$ cat src/rtl/bcd_scan_counter_pkg.sv
// Shared BCD digit types and single-digit step arithmetic for the scan counter
// and any later BCD stages.
package bcd_scan_counter_pkg;

  localparam int BCD_W = 4;
  localparam logic [BCD_W-1:0] BCD_MAX = 4'd9;

  typedef logic [BCD_W-1:0] bcd_digit_t;

  // Returns {next_digit, cout}; with cin=0 the digit passes through unchanged.
  function automatic logic [BCD_W:0] bcd_step(input bcd_digit_t digit, input logic up,
                                              input logic cin);
    logic [BCD_W:0] res;
    res = {digit, 1'b0};
    if (cin) begin
      if (up) begin
        res = (digit >= BCD_MAX) ? {4'd0, 1'b1} : {digit + 4'd1, 1'b0};
      end else begin
        res = (digit == 4'd0) ? {BCD_MAX, 1'b1} : {digit - 4'd1, 1'b0};
      end
    end
    return res;
  endfunction

  function automatic bcd_digit_t bcd_sanitize(input bcd_digit_t digit);
    return (digit > BCD_MAX) ? 4'd0 : digit;
  endfunction

endpackage

$ cat src/rtl/bcd_scan_counter_digit_cell.sv
// One BCD digit register with clear/load/step; carry or borrow out is combinational
// so a chain of cells ripples within one cycle.
module bcd_digit_cell
  import bcd_scan_counter_pkg::*;
(
  input  logic       clk,
  input  logic       rst_n,
  input  logic       clr,
  input  logic       load,
  input  logic [3:0] load_digit,
  input  logic       cin,
  input  logic       up,
  output logic [3:0] digit,
  output logic       cout
);

  bcd_digit_t     r_digit;
  logic [BCD_W:0] w_step;

  assign w_step = bcd_step(r_digit, up, cin);
  assign cout   = w_step[0];
  assign digit  = r_digit;

  always_ff @(posedge clk or negedge rst_n) begin
    if (!rst_n) begin
      r_digit <= '0;
    end else if (clr) begin
      r_digit <= '0;
    end else if (load) begin
      r_digit <= bcd_sanitize(load_digit);
    end else if (cin) begin
      r_digit <= w_step[BCD_W:1];
    end
  end

endmodule

$ cat src/rtl/bcd_scan_counter.sv
// Multi-digit BCD up/down counter with a registered, time-multiplexed digit scan
// feeding a 7-segment decoder and the digit common lines.
module bcd_scan_counter
  import bcd_scan_counter_pkg::*;
#(
  parameter int NUM_DIGITS = 4,
  parameter int SCAN_DIV   = 50000,
  parameter int SCAN_W     = $clog2(SCAN_DIV)
) (
  input  logic                    clk,
  input  logic                    rst_n,
  input  logic                    clr,
  input  logic                    load,
  input  logic [4*NUM_DIGITS-1:0] load_val,
  input  logic                    tick,
  input  logic                    up,
  output logic [3:0]              bcd_out,
  output logic [NUM_DIGITS-1:0]   digit_sel_n,
  output logic [4*NUM_DIGITS-1:0] count,
  output logic                    wrap
);

  localparam int IDX_W = $clog2(NUM_DIGITS);

  logic [4*NUM_DIGITS-1:0] w_count;
  logic                    w_carry_out;

  // Per-digit carry nets live inside each generate block so the ripple chain
  // is a sequence of distinct scalars rather than one self-referencing vector.
  genvar gi;
  generate
    for (gi = 0; gi < NUM_DIGITS; gi++) begin : g_digit
      logic w_cin;
      logic w_cout;
      if (gi == 0) begin : g_first
        assign w_cin = tick;
      end else begin : g_chain
        assign w_cin = g_digit[gi-1].w_cout;
      end
      bcd_digit_cell u_cell (
        .clk        (clk),
        .rst_n      (rst_n),
        .clr        (clr),
        .load       (load),
        .load_digit (load_val[gi*4 +: 4]),
        .cin        (w_cin),
        .up         (up),
        .digit      (w_count[gi*4 +: 4]),
        .cout       (w_cout)
      );
    end
  endgenerate

  assign w_carry_out = g_digit[NUM_DIGITS-1].w_cout;
  assign count       = w_count;

  logic r_wrap;

  always_ff @(posedge clk or negedge rst_n) begin
    if (!rst_n) begin
      r_wrap <= 1'b0;
    end else begin
      r_wrap <= ~clr & ~load & w_carry_out;
    end
  end

  assign wrap = r_wrap;

  logic [SCAN_W-1:0]     r_presc;
  logic [IDX_W-1:0]      r_idx;
  logic [3:0]            r_bcd;
  logic [NUM_DIGITS-1:0] r_sel_n;
  logic                  w_presc_last;
  logic [IDX_W-1:0]      w_idx_next;

  assign w_presc_last = (r_presc == SCAN_W'(SCAN_DIV - 1));

  always_comb begin
    w_idx_next = r_idx;
    if (w_presc_last) begin
      w_idx_next = (r_idx == IDX_W'(NUM_DIGITS - 1)) ? '0 : r_idx + IDX_W'(1);
    end
  end

  // Select and nibble both come from the next index, so they switch on the same edge.
  always_ff @(posedge clk or negedge rst_n) begin
    if (!rst_n) begin
      r_presc <= '0;
      r_idx   <= '0;
      r_bcd   <= 4'h0;
      r_sel_n <= {{(NUM_DIGITS-1){1'b1}}, 1'b0};
    end else begin
      r_presc <= w_presc_last ? '0 : r_presc + SCAN_W'(1);
      r_idx   <= w_idx_next;
      r_bcd   <= w_count[{w_idx_next, 2'b00} +: 4];
      r_sel_n <= ~(NUM_DIGITS'(1) << w_idx_next);
    end
  end

  assign bcd_out     = r_bcd;
  assign digit_sel_n = r_sel_n;

endmodule

$ cat config.mk
export PLATFORM = sky130hd
export DESIGN_NAME = bcd_scan_counter
export DESIGN_NICKNAME = d
export VERILOG_FILES = /design/src/rtl/bcd_scan_counter_pkg.sv /design/src/rtl/bcd_scan_counter_digit_cell.sv /design/src/rtl/bcd_scan_counter.sv
export SDC_FILE = /design/constraint.sdc
export NUM_CORES = 1
export LEC_CHECK = 0
export ABC_CLOCK_PERIOD_IN_PS = 2900
export BUFFER_PORTS_ARGS = -buffer_cell sky130_fd_sc_hd__buf_2
export CORE_ASPECT_RATIO = 1.1
export CORE_MARGIN = 4
export CORE_UTILIZATION = 40
export DETAILED_ROUTE_END_ITERATION = 10
export PLACE_DENSITY_LB_ADDON = 0.12
export SYNTH_ARGS = -nofsm -noshare
export SYNTH_HDL_FRONTEND = slang
export SYNTH_SLANG_ARGS = --single-unit
$ cat constraint.sdc
create_clock -name clk -period 2.9 [get_ports clk]
set_input_delay 0.725 -clock clk [delete_from_list [all_inputs] [get_ports clk]]
set_output_delay 0.725 -clock clk [all_outputs]
set_load 0.02 [all_outputs]
Yosys cells after proc, flatten, opt, wreduce, memory -nomap -nowiden
Cells that the tools add are included.
{"block": "classes", "add_sub_neg": 10, "n_mul": 0, "div_mod_pow": 0, "order_cmp": 8, "n_eq_ne": 2, "shift": 2, "muxes": 35, "n_bitwise": 5, "reduce_logical": 8}
{"op": "$mux 5", "n": 16}
{"op": "$mux 4", "n": 16}
{"op": "$add 16x1->16 const B", "n": 1}
{"op": "$add 4x1->4 const B", "n": 4}
{"op": "$eq 16x16->1 const B", "n": 1}
{"op": "$ge 4x4->1 const B", "n": 4}
{"op": "$gt 4x4->1 const B", "n": 4}
{"op": "$logic_not 4->1", "n": 4}
{"op": "$mux 16", "n": 1}
{"op": "$shiftx 16x5->4", "n": 1}
{"op": "$sub 4x1->4 const B", "n": 4}
{"op": "$reduce_bool 3->1", "n": 4}
{"op": "$mux 2", "n": 2}
{"op": "$not 4->4", "n": 1}
{"op": "$shl 1x2->4 const A", "n": 1}
{"op": "$add 2x1->2 const B", "n": 1}
{"op": "$and 1x1->1", "n": 2}
{"op": "$eq 2x2->1 const B", "n": 1}
{"op": "$not 1->1", "n": 2}
{"block": "word_totals", "reg_bits": 43, "latch_bits": 0, "ram_bits": 0, "rom_bits": 0, "inputBits": 22, "elab_cells": 79, "mem_count": 0}

Depth between registers and ports, before layout
Gate-level depths: netlist of run 1.
{"block": "logic_depth", "depth_word": 10, "mapped_depth": 8, "depth_no_buf": 7}

Cells and area by module
From an unflattened synthesis of run 1, not the netlist that was laid out.
{"block": "hier_totals", "cells_unflattened": 376, "hier_area_um2": 3320.7}
{"mod": "bcd_digit_cell", "n_inst": 4, "cells_each": 63, "area_each_um2": 496.7}
{"mod": "bcd_scan_counter", "n_inst": 1, "cells_each": 124, "area_each_um2": 1333.8}

Worst setup path before layout of run 1
Ideal clock, no wire load.
{"block": "synth_timing", "path_kind": "register to register", "from": "register g_digit[1].u_cell.r_digit[0]", "to": "register g_digit[3].u_cell.r_digit[2]", "setup_ps": 69, "t_arrival_ps": 2134, "required_time_ps": 2831, "path_slack_ps": 697, "path_stages_with_launch": 8, "n_path_buf": 0, "cell_sequence": "dfrtp_1 -> inv_1 -> ha_1 -> or3b_1 -> a31o_2 -> nand3_4 -> mux2_2 -> nand3_1"}
{"block": "synth_between", "elab_chain_len": 9, "word_cells_on_any_way": 12, "cone_classes": "order compare: 1; mux: 9; reduce/logical: 2"}
{"element": "start, declared", "line_no": "bcd_scan_counter_digit_cell.sv:17", "source": "bcd_digit_t r_digit;"}
{"element": "start signal, assigned", "line_no": "bcd_scan_counter_digit_cell.sv:30", "source": "r_digit <= bcd_sanitize(load_digit);"}
{"element": "start signal, assigned", "line_no": "bcd_scan_counter_digit_cell.sv:32", "source": "r_digit <= w_step[BCD_W:1];"}
{"element": "$ge 4x4->1 / $logic_not 4->1 (equally long branches)", "line_no": "bcd_scan_counter_pkg.sv:17, bcd_scan_counter_pkg.sv:19"}
{"element": "$mux 5 (on tied branches)", "line_no": "bcd_scan_counter_pkg.sv:17, bcd_scan_counter_pkg.sv:19"}
{"element": "$mux 5 (*)", "line_no": "bcd_scan_counter_pkg.sv:16", "source": "if (up) begin"}
{"element": "$mux 5 (*) (2 in series)", "line_no": "bcd_scan_counter_pkg.sv:15", "source": "if (cin) begin"}
{"element": "$mux 5", "line_no": "bcd_scan_counter_pkg.sv:15"}
{"element": "$mux 4", "line_no": "bcd_scan_counter_digit_cell.sv:31", "source": "end else if (cin) begin"}
{"element": "$mux 4", "line_no": "bcd_scan_counter_digit_cell.sv:29", "source": "end else if (load) begin"}
{"element": "$mux 4", "line_no": "bcd_scan_counter_digit_cell.sv:27", "source": "end else if (clr) begin"}
{"element": "end signal, assigned", "line_no": "bcd_scan_counter_digit_cell.sv:30"}
{"element": "end signal, assigned", "line_no": "bcd_scan_counter_digit_cell.sv:32"}
{"element": "end, declared", "line_no": "bcd_scan_counter_digit_cell.sv:17"}
Mark *: on every way between the ends. The rest lies on a longest branch, timed or not. The select of a mux whose other input is x is not followed.
A chain may end at the register's enable or synchronous reset.

Worst setup path in the final report of run 1
{"block": "layout_timing", "from": "register g_digit[0].u_cell.r_digit[1]", "to": "register g_digit[3].u_cell.r_digit[0]"}
{"block": "layout_between", "elab_chain_len": 10, "word_cells_on_any_way": 13, "cone_classes": "order compare: 1; mux: 10; reduce/logical: 2"}
{"element": "start, declared", "line_no": "bcd_scan_counter_digit_cell.sv:17"}
{"element": "start signal, assigned", "line_no": "bcd_scan_counter_digit_cell.sv:30"}
{"element": "start signal, assigned", "line_no": "bcd_scan_counter_digit_cell.sv:32"}
{"element": "$ge 4x4->1 / $logic_not 4->1 (equally long branches)", "line_no": "bcd_scan_counter_pkg.sv:17, bcd_scan_counter_pkg.sv:19"}
{"element": "$mux 5 (on tied branches)", "line_no": "bcd_scan_counter_pkg.sv:17, bcd_scan_counter_pkg.sv:19"}
{"element": "$mux 5 (*)", "line_no": "bcd_scan_counter_pkg.sv:16"}
{"element": "$mux 5 (*) (3 in series)", "line_no": "bcd_scan_counter_pkg.sv:15"}
{"element": "$mux 5", "line_no": "bcd_scan_counter_pkg.sv:15"}
{"element": "$mux 4", "line_no": "bcd_scan_counter_digit_cell.sv:31"}
{"element": "$mux 4", "line_no": "bcd_scan_counter_digit_cell.sv:29"}
{"element": "$mux 4", "line_no": "bcd_scan_counter_digit_cell.sv:27"}
Marks and branches as above.

==> run metrics, run 1 <==
Gate power share 21.2%; Fin Setup TNS 0 ns; crit-path max FO 13; io pins 47; Hold Path Class reg -> reg; post-synth top area cell dfrtp_1; H-tree Lvls 2; Max-Cap Viols 0; post-CTS resize count 0; crit path from g_digit[0].u_cell.digit[1]; Synth top area share around 33%; WP data required about 3.1 ns; CP endpoint kind flip-flop; unrepaired setup endpoints after global routing false; static leakage approximately 0.0015 uW; part of the power in registers 49.5%; Worst-Margin Slew approximately 0.95 ns; clock network fraction of design power 29.3%; GRT overflow 0; Layout Nets 420; core area 0.00717 mm2; worst path cell trace inv_1, ha_1, or3b_4, o2bb2ai_4, nand3_4, nor4_1, a311o_1; Chip Width roughly 91 um; Post-synth EDFFs 0; CP Class reg -> reg; crit path DAT between 2 and 3 ns; Post-CTS Hold Fix Bufs 0; Routed Antenna Nets 0; worst r2r src g_digit[0].u_cell.digit[1]; Reg-to-Reg End g_digit[3].u_cell.digit[0]; initial antenna violation count 0; GRT Util Overall between 10% and 20%; Internal between 800 and 900 uW; Synth Flop Type dfrtp_1; TritonCTS clock tree done; vias in the first global route between 2,000 and 3,000; startpoint types flip-flop; fmax about 420 MHz; asr flop ratio synth between 90% and 100%; die area roughly 0.0090 mm2; First DRT Iteration DRCs roughly 240; Synth cell types 67; first-pass GRT wire length between 10 and 15 mm; via count ~2,700; endpoints failing setup 0; Slowest cell on crit path dfrtp_1; CTS Buf Count 5; DPL Wire Length roughly 5.5 mm; Psw roughly 410 uW; Critical Path Sink g_digit[3].u_cell.digit[0]; area grow syn2layout 12.2%; Syn. warnings 0; FF-to-FF path depth 7; Max-slew headroom around 37%; Worst-path clk slew ~0.09 ns; Synth Cell Area just over 0.003 mm2; Via density 5.71; post-synthesis sequential area ratio between 30% and 40%; CTS Root Cell clkbuf_8; VDD IR max 0.158 mV; CTS max path bufs 2; layout cell share with drive strength beyond 1 21.4%; number of remaining DRC errors 0; Worst Skew just over 0.01 ns; Inserted Diodes 0; final hold vios 0; CP Buf/Inv Count 1; insertion delay of the later-clocked pin in the worst-skew pair 0.30 ns; Area contributors post-synth dfrtp_1 (33%), ha_1 (6.2%), a21oi_1 (4.3%); Synthesized Nets roughly 380; DIE HEIGHT 99.1 um; drt total wl 7.51 mm; Pwr Density 384 mW/mm2; status completed; Worst R2R Setup Slack roughly 0.55 ns; Final period util 81.2%; DR WL/cell about 16 um; initial cell density of the core approximately 42%; Synth Instances about 340; DR pass1 iterations 6; Sink Count 43; Post-CTS Repair Setup Buffers 0; largest net degree at the start of global routing 43; switching share of total power 31.3%; min Tclk post-route roughly 2.4 ns; critical path depth 7; Crit path max-delay family simple AND/OR/NAND/NOR gates; Routability Congestion between 0.8 and 0.9; WHS 0.457 ns; Row Count 32; register bit total from synthesis between 40 and 50; port bufs between 40 and 50; Mean Syn Cell Area 8.77 um2; crit-path max cell delay roughly 0.48 ns; fin. max-slew vios 0
## power by group through the flow
stage,registers [uW],logic [uW],clock network (uW)
2_1_floorplan,662,177,0
3_3_place_gp,655,274,0
3_5_place_dp,655,275,0
4_1_cts,643,276,398
5_1_grt,648,306,428
6_report,644,275,381
## kinds of logic (layout without fill, tap and decap cells)
| group | after synthesis | after routing | synth area share, % |
|---|---|---|---|
| adders and majority gates | 15 | 15 | 6.22 |
| muxes | 4 | 4 | 1.78 |
| buffers and inverters | 38 | 78 | 5.85 |
| AOI/OAI and AO/OA | 92 | 92 | 21.1 |
| xor gates and xnor gates | 14 | 14 | 4.07 |
| DFF | 43 | 43 | 35.8 |
| and+or+nand+nor | 138 | 138 | 25.1 |
## sequential cells by signal, summed over array words and instances, names as in the netlist
name and flops:
wrap 1, r_idx 2, bcd_out 4, g_digit.u_cell.digit 16, r_presc 16, digit_sel_n 4
## layout make-up
| cell class | instances | area [um2] |
|---|---|---|
| Clock inverter | 2 | 12.5 |
| Multi-Input combinational cell | 263 | 1760 |
| Timing Repair Buffer | 55 | 298 |
| Inverter | 15 | 56.3 |
| Sequential cell | 43 | 1080 |
| Clock buffer | 6 | 72.6 |
| Fill cell | 707 | 3780 |
| Tap cell | 85 | 106 |
## how the worst min path moves through the flow
stage | to | slack, ns | cells past startpoint | startpoint
detailed placement | r_presc[0] | 0.45 | 1 | r_presc[0]
global placement | r_presc[0] | 0.44 | 1 | r_presc[0]
global route | r_presc[0] | 0.48 | 1 | r_presc[0]
floorplan | r_presc[0] | 0.42 | 1 | r_presc[0]
CTS | r_presc[0] | 0.46 | 1 | r_presc[0]
finish | r_presc[0] | 0.46 | 1 | r_presc[0]
## Yosys cell counts (3+ instances only)
master	number
a211o_1	3
a211oi_1	5
a21oi_1	26
a22oi_1	5
a31oi_1	8
a32oi_1	3
and2_1	3
and3_1	4
and4_1	3
buf_2	8
buf_6	3
clkbuf_1	9
dfrtp_1	40
dfstp_2	3
ha_1	15
inv_1	14
nand2_1	33
nand3_1	7
nand3b_1	5
nand4_1	7
nor2_1	34
nor2b_1	6
nor3_1	8
nor3b_1	5
nor4b_1	3
o21ai_0	17
o31ai_1	3
xnor2_1	9
xor2_1	5
## per-layer routing
layer  vias up  share of wire [%]  global-route usage (%)
li1       1320                  -                       -
met1      1282                 47                    22.3
met2        63                 48                    27.9
met3        12                3.6                    2.60
met4         0                1.7                    6.15
met5         -                  0                       0
## per-stage QoR
step	setup slack (ns)	utilization, %	cells	total power, uW	area, um2
floorplan	0.697	-	344	839	3020
global placement	0.593	46.0	461	929	3300
detailed placement	0.534	46.0	461	930	3300
CTS	0.550	47.2	469	1320	3380
global route	0.382	47.2	469	1380	3380
finish	0.546	47.2	469	1300	3380
## cells in the final DEF (no fill, tap or decap), types with 4 or more instances in the layout
cell type	instances
nand3b_1	5
a21oi_1	26
ha_1	15
buf_2	46
clkbuf_8	5
a22oi_1	5
o21ai_0	17
nand4_1	7
and3_1	4
nor2b_1	6
nand2_1	33
xnor2_1	9
nor3b_1	5
dfrtp_1	40
nand3_1	7
buf_4	9
inv_1	14
nor3_1	8
nor2_1	34
a211oi_1	5
xor2_1	5
a31oi_1	8
No activity file was read; power rests on OpenSTA's default activity.
==> run 2: changes to the inputs <==
- ABC_AREA: default -> 1
- ABC_CLOCK_PERIOD_IN_PS: 2900 -> 2190
- clock period: 2.9 -> 2.19 ns (I/O delays scaled with it)
==> run metrics, run 2 <==
status completed; first-pass GRT wire length 13.5 mm (+8.5%); Area contributors post-synth dfrtp_1 (32%), nand2_1 (15%), nand3_1 (10%); DPL Wire Length 6.39 mm (+16%); CTS max path bufs 2 (unchanged); Post-CTS Repair Setup Buffers 0 (unchanged); Worst-Margin Slew 0.589 ns (-0.359 ns); Worst Skew 0.00911 ns (-0.00101 ns); unrepaired setup endpoints after global routing false; Synth Area in Simple Gates 39.8% (+15 points); Syn. warnings 0 (unchanged); Synth Cell Area 0.00314 mm2 (+4.1%); GRT overflow 0 (unchanged); switching share of total power 28.8% (-2.5 points); TritonCTS clock tree done; VDD IR max 0.252 mV (+59%); Max-Cap Viols 0 (unchanged); total power draw 1970 uW (+51%); CP endpoint kind flip-flop; Worst-path clk slew 0.09 ns (about the same); crit-path max FO 9 (-4); die area 0.00933 mm2 (+3.7%); DP Cell Count 605 (+31%); commonest non-fill, non-tap cell in the layout nand2_1; insertion delay of the later-clocked pin in the worst-skew pair 0.29 ns (about the same); Final period util 85.8% (+4.7 points); endpoints failing setup 0 (unchanged); Chip Width 92.5 um (+1.8%); Post-CTS Hold Fix Bufs 0 (unchanged); Sink Count 43 (unchanged); Pwr Density 543 mW/mm2 (+41%); min Tclk post-route 1.88 ns (-0.475 ns); CP Class reg -> reg; CTS Buf Count 5 (unchanged); Fin Setup TNS 0 ns (unchanged); Synthesized Nets 493 (+29%); Gate power share 19.2% (-2.0 points); post-CTS resize count 0 (unchanged); H-tree Lvls 2 (unchanged); Internal 1400 uW (+57%); First DRT Iteration DRCs 163 (-32%); final std cells w/o fill 613 (+31%); DR pass1 iterations 5 (-1); register bit total from synthesis 43 (unchanged); Max-slew headroom 60.6% (+24 points); Routed Antenna Nets 0 (unchanged); layout cell share with drive strength beyond 1 17.5% (-3.8 points); WP data required 2.38 ns (-0.75 ns); Worst R2R Setup Slack 0.31 ns (-0.24 ns); Row Count 33 (+3.1%); Synth Instances 456 (+33%); Synth cell types 35 (-48%); asr flop ratio synth 100% (unchanged); XOR/XNOR Fraction of Synth Area 2.23% (-1.8 points); Post-Synth Adder-Cell Area 5.98% (-0.24 points); Via density 5.03 (-12%); fin. max-slew vios 0 (unchanged); io pins 47 (unchanged); final hold vios 0 (unchanged); most frequent cells in the layout nand2_1 (129), nand3_1 (63), inv_1 (57); initial antenna violation count 0 (unchanged); GRT Util Overall 17.9% (+1.1 points); Synth top area share 31.9% (-1.3 points); DIE HEIGHT 101 um (+1.9%); Synth Flop Type dfrtp_1; Mean Syn Cell Area 6.88 um2 (-21%); drt total wl 7.90 mm (+5.3%); via count 3,086 (+15%); largest net degree at the start of global routing 24 (-44%); list of most frequent post-synthesis cells nand2_1 (129), nand3_1 (63), inv_1 (57); Post-synth EDFFs 0 (unchanged); post-synth top area cell dfrtp_1; largest family of logic cells by synthesized area simple AND/OR/NAND/NOR gates; core area 0.00756 mm2 (+5.4%); part of the power in registers 43.5% (-6.0 points); fmax 532 MHz (+25%); port bufs 46 (unchanged); crit path DAT 2.07 ns (-0.52 ns); fraction of synthesized area in multiplexers 0% (-1.8 points); Layout Nets 544 (+30%); Routability Congestion 0.950 (+14%); static leakage 0.00197 uW (+33%); Inserted Diodes 0 (unchanged); startpoint types flip-flop; clock network fraction of design power 37.3% (+8.0 points); area grow syn2layout 15.6%; Hold Path Class in -> async; Synth Area in Compound Gates 8.41% (-13 points); DR WL/cell 12.9 um (-19%); Psw 568 uW (+39%); CTS Root Cell clkbuf_8; number of remaining DRC errors 0 (unchanged); initial cell density of the core 41.5% (-0.54 points); vias in the first global route 2,960 (+14%); post-synthesis sequential area ratio 34.4% (-1.4 points); count leader, synth nand2_1
## run 2: changes by cell type after synthesis, sizes merged, moves of 7 or more
cell / before / now
a21oi: 27 / 12
buf: 13 / 6
nor2: 35 / 47
o21ai: 17 / 25
clkbuf: 10 / 2
nand2: 34 / 136
xnor2: 9 / 2
nand3: 8 / 67
inv: 15 / 63
## run 2: layout make-up
type                       count  area (um2)
clock inverter                 2        60.1
multi-input combinational    342        1770
clock buffer                   6        72.6
timing repair buffer          52         275
sequential                    43        1080
fill                         795        3930
inverter                      63         236
tap                          105         131
## run 2: power groups by stage
stage          Sequential [uW]  Combinational (uW)  Clock, uW
6_report                   856                 379        734
5_1_grt                    862                 430        784
4_1_cts                    856                 381        755
3_5_place_dp               872                 379          0
3_3_place_gp               872                 382          0
2_1_floorplan              889                 233          0
## run 2: worst paths after layout
check / from / cells past startpoint / end
setup / recovery: g_digit[0].u_cell.digit[0] / 13 / g_digit[3].u_cell.digit[1]
min in group clk: r_presc[0] / 1 / r_presc[0]
hold / removal: rst_n / 1 / r_idx[1]
hold reg to reg: r_presc[0] / 1 / r_presc[0]
max in group asynchronous: rst_n / 2 / digit_sel_n[1]
setup reg to reg: g_digit[0].u_cell.digit[0] / 13 / g_digit[3].u_cell.digit[1]
## run 2: stage by stage
step | hold WS (ns) | util, % | cell area, um2 | worst slack [ns]
2_1_floorplan | 0.252 | - | 3140 | 0.402
3_3_place_gp | 0.452 | 46.2 | 3490 | 0.212
3_5_place_dp | 0.468 | 46.2 | 3490 | 0.222
4_1_cts | 0.238 | 48.0 | 3630 | 0.317
5_1_grt | 0.268 | 48.0 | 3630 | 0.0847
6_report | 0.228 | 48.0 | 3630 | 0.310
## run 2: worst max-delay path, cell delays in order, from the launching register on
cell	delay (ns)
dfrtp_1	0.47
inv_1	0.11
ha_1	0.18
inv_1	0.06
nor2_1	0.19
nand3_2	0.11
nand2_2	0.09
nand2_4	0.08
nor2_8	0.21
nand2_2	0.06
nand2_1	0.07
inv_2	0.05
nand2_1	0.05
nand2_1	0.05
## run 2: logic make-up after synthesis
family | Yosys count
and+or+nand+nor | 274
buffers and inverters | 71
AOI/OAI and AO/OA | 45
DFF | 43
adders and majority gates | 15
xor gates and xnor gates | 8
## run 2: per-layer routing
| layer | wire [um] | GRT usage, % |
|---|---|---|
| met4 | 124 | 5.83 |
| met3 | 390 | 2.61 |
| met1 | 3500 | 23.2 |
| met5 | 0 | 0 |
| met2 | 3890 | 30.8 |
